### src/rtl/serial_sub8.sv
// Bit-serial subtractor: computes a - b - bin one bit per clock, LSB first,
// through a single full-subtractor stage and reports borrow-out and signed overflow.
module serial_sub8 #(
  parameter int WIDTH = 8
) (
  input  logic             clk,
  input  logic             rst_n,
  input  logic             start,
  input  logic [WIDTH-1:0] a,
  input  logic [WIDTH-1:0] b,
  input  logic             bin,
  output logic             busy,
  output logic             done,
  output logic [WIDTH-1:0] diff,
  output logic             bout,
  output logic             ovf
);

  localparam int CW = $clog2(WIDTH);
  localparam logic [CW-1:0] LAST = CW'(WIDTH - 1);

  typedef enum logic [1:0] {IDLE, SHIFT, DONE} state_t;

  state_t           state;
  logic [WIDTH-1:0] sa;
  logic [WIDTH-1:0] sb;
  logic [WIDTH-1:0] res;
  logic             br;
  logic [CW-1:0]    cnt;

  logic ai;
  logic bi;
  logic d;
  logic br_next;

  assign ai      = sa[0];
  assign bi      = sb[0];
  assign d       = ai ^ bi ^ br;
  assign br_next = (~ai & bi) | (~(ai ^ bi) & br);

  always_ff @(posedge clk or negedge rst_n) begin
    if (!rst_n) begin
      state <= IDLE;
      sa    <= '0;
      sb    <= '0;
      res   <= '0;
      br    <= 1'b0;
      cnt   <= '0;
      busy  <= 1'b0;
      done  <= 1'b0;
      diff  <= '0;
      bout  <= 1'b0;
      ovf   <= 1'b0;
    end else begin
      case (state)
        IDLE: begin
          if (start) begin
            sa    <= a;
            sb    <= b;
            br    <= bin;
            cnt   <= '0;
            busy  <= 1'b1;
            state <= SHIFT;
          end
        end
        SHIFT: begin
          sa  <= sa >> 1;
          sb  <= sb >> 1;
          br  <= br_next;
          res <= {d, res[WIDTH-1:1]};
          if (cnt == LAST) begin
            // On the last bit the operand LSBs are the original sign bits.
            diff  <= {d, res[WIDTH-1:1]};
            bout  <= br_next;
            ovf   <= (ai != bi) && (d != ai);
            busy  <= 1'b0;
            done  <= 1'b1;
            state <= DONE;
          end else begin
            cnt <= cnt + 1'b1;
          end
        end
        DONE: begin
          done  <= 1'b0;
          state <= IDLE;
        end
        default: begin
          busy  <= 1'b0;
          done  <= 1'b0;
          state <= IDLE;
        end
      endcase
    end
  end

endmodule

### config.mk
export PLATFORM = sky130hd
export DESIGN_NAME = serial_sub8
export DESIGN_NICKNAME = d
export VERILOG_FILES = /design/src/rtl/serial_sub8.sv
export SDC_FILE = /design/constraint.sdc
export NUM_CORES = 1
export LEC_CHECK = 0
export ABC_AREA = 1
export CORE_ASPECT_RATIO = 0.5
export CORE_UTILIZATION = 57
export DETAILED_ROUTE_END_ITERATION = 12
export GPL_ROUTABILITY_DRIVEN = 0
export GPL_TIMING_DRIVEN = 0
export PLACE_DENSITY = 0.84
export SYNTH_ARGS = -nofsm -noshare
export SYNTH_HDL_FRONTEND = slang
export SYNTH_SLANG_ARGS = --single-unit
### constraint.sdc
create_clock -name clk -period 3.5 [get_ports clk]
set_clock_uncertainty 0.05 [all_clocks]
set_input_delay 0.7 -clock clk [delete_from_list [all_inputs] [get_ports clk]]
set_output_delay 0.7 -clock clk [all_outputs]
set_load 0.01 [all_outputs]
==> impl_metrics.yaml <==
outcome:
  run_status: "finished clean"
worst_setup_path:
  slowest_delay_ps: 540
  cp_top_family: "buffers and inverters"
  worst-path-max-fanout: 2
  arrival_ps: 1210
  crit_buf_inv: 1
  cp_cell_sequence: "clkdlybuf4s50_1"
  worst_setup_path_start_kind: "flip-flop"
  cp_slowest_cell: "clkdlybuf4s50_1"
  endpoint_kind: "output port"
  setup.worst_path.class: "flip-flop to output port"
  critical_path_required_ps: 2750
clock_network:
  clockRootBuffer: "clkbuf_8"
  post-cts-setup-buffers: 0
  cts_tree: "yes"
  cts_resized: 0
  holdBufCountCts: 0
  cts_sinks: 41
  cts_made_buffers: 5
  clock_latency_ps: 290
  clk_pin_slew_ps: 80
  cts_buffer_depth: 2
  htreeDepth: 2
synth:
  synth_top_area_cell: "dfrtp_1"
  synth_cell_types: 22
  async_flop_share: 1.00
  seq_area_frac_synth: 0.520
  syn-cell-area_um2: 1970
  synthesis.area_per_instance_um2: 8.70
  synth_area_leaders: "dfrtp_1 52%, nand2_1 18%, nand3_1 9.4%"
  synth_top_area_share: 0.520
  synth_flop_cell: "dfrtp_1"
  synthCells: 227
  synth-edff-count: 0
  syn-num-nets: 251
  yosysMostFrequentCell: "nand2_1"
  yosysWarningCount: 0
  synth_common_cells: "93 x nand2_1, 41 x dfrtp_1, 37 x nand3_1"
  synth-seq-cells: 41
pwr:
  p_leak_nw: 1.28
  ir_worst_vdd_mv: 0.384
  powerDensity_nw_per_um2: 908
routing:
  post-route-drc-count: 0
  wl_per_cell_um: 13.5
  ant_nets: 0
  vias: 1662
  routed_wl_mm: 4.16
  drt_iter0_markers: 140
  viasPerCell: 5.41
  drtPass1Iterations: 4
timing:
  rsz0062_at_grt: "false"
  final-hold-violation-count: 0
  setup_violations: 0
  finalSetupTns_ps: 0
  finalMaxSlewViolations: 0
  fmax_mhz: 510
  worst_pin_slew_ps: 292
  fin_ws_ps: 1540
  holdWs_ps: 199
  period_share: 0.560
  slew_headroom: 0.805
  period_needed_ps: 1960
global_routing:
  antenna_found_initial: 0
  grt_pass1_vias: 1595
  grt_pass1_wl_mm: 7.15
  grtUsageTotal: 0.260
  gr-total-overflow: 0
  grt_start_max_net_pins: 34
layout:
  drive_above_1_share: 0.139
  area_delta_synth_final_pct: 25.1
  postLayoutCoreUtil: 0.783
  nNetsFinal: 290
  n_antenna_cell: 0
  multi_input_area_um2: 795
  seq_area_um2: 1030
  fill_cells: 236
placement:
  pre_cts_ws_ps: 1530
  portBuffers: 31
  hpwl_mm: 2.86
floorplanning:
  dieArea_um2: 3720
  die_w_um: 85.2
  dieHeight_um: 43.6
  ioPinCount: 32
  row_count: 14
  core_area_um2: 3150
  initial_core_util: 0.626
flow_run:
  drv_cap: 0
min_path:
  hp-class: "primary input to asynchronous set/reset pin"
## cells by family (layout without fill, tap and decap cells)
kind of cell               after synthesis  count (layout)  synth area share
AOI/OAI and AO/OA                       17              17            0.0564
adders and majority gates                4               4            0.0292
and+or+nand+nor                        140             140             0.317
buffers and inverters                   25              65            0.0779
DFF                                     41              41             0.520
## through the flow
step                area [µm²]  std cells  power [mW]
finish                    2470        307        2.24
global route              2470        307        2.41
CTS                       2470        307        2.25
detailed placement        2350        299        1.84
global placement          2330        298        1.79
floorplan                 1970        227        1.51
## per-layer routing
layer | vias to the layer above | routed length (µm) | part of all wire | global-route usage
met3 | 6 | 248 | 0.060 | 0.0667
met4 | 0 | 63 | 0.015 | 0.132
li1 | 802 | - | - | -
met5 | - | 0 | 0 | 0
met1 | 789 | 1850 | 0.44 | 0.345
met2 | 65 | 2000 | 0.48 | 0.410
## cell type report
class	instances	share of cell area
flip-flops and latches	41	0.415
multi-input cells	161	0.322
repair buffers	32	0.132
plain buffers	12	0.0426
clock buffers	6	0.0334
well taps	40	0.0203
inverters	13	0.0198
clock inverters	2	0.0152
## power breakdown
group	switching [mW]	total (mW)	internal, mW
Clock	0.168	0.400	0.232
Sequential	0.121	0.804	0.683
Combinational	0.575	1.04	0.464
Total	0.864	2.24	1.38
## placed cells by master (no fill, tap or decap)
cell type        synthesis  layout
nor2_8                   1       1
buf_8                    1       1
inv_1                   12      12
nor2_2                   1       1
clkinvlp_4               0       1
clkbuf_8                 0       6
buf_4                    3       3
nand2_2                  1       1
fa_1                     1       1
dfrtp_1                 41      41
nand4_1                  3       3
nand3_1                 37      37
bufinv_16                0       1
or2_2                    1       1
inv_2                    1       1
o21ai_2                  7       7
nand2_4                  3       3
o21ai_0                  2       2
buf_6                    2       2
a21oi_1                  2       2
buf_2                    5       6
ha_1                     3       3
nand2_1                 93      93
clkdlybuf4s50_1          0      30
buf_12                   1       2
o21ai_1                  6       6
## state kept, by name (all words and copies together) (netlist names)
register,count
diff,8
done,1
cnt,3
res,7
busy,1
ovf,1
state,2
bout,1
sa,8
sb,8
br,1
## path summary, 6_finish.rpt
kind / startpoint / to / slack (ps) / cells after the start
max in group asynchronous: rst_n / sa[2]$_DFFE_PN0P_ / 2760 / 2
min: rst_n / diff[1]$_DFFE_PN0P_ / 200 / 1
max: diff[0]$_DFFE_PN0P_ / diff[0] / 1540 / 1
max reg2reg: sa[0]$_DFFE_PN0P_ / ovf$_DFFE_PN0P_ / 1850 / 5
min reg2reg: bout$_DFFE_PN0P_ / bout$_DFFE_PN0P_ / 440 / 2
min in group clk: bout$_DFFE_PN0P_ / bout$_DFFE_PN0P_ / 440 / 2
No activity file was read; power rests on OpenSTA's default activity.
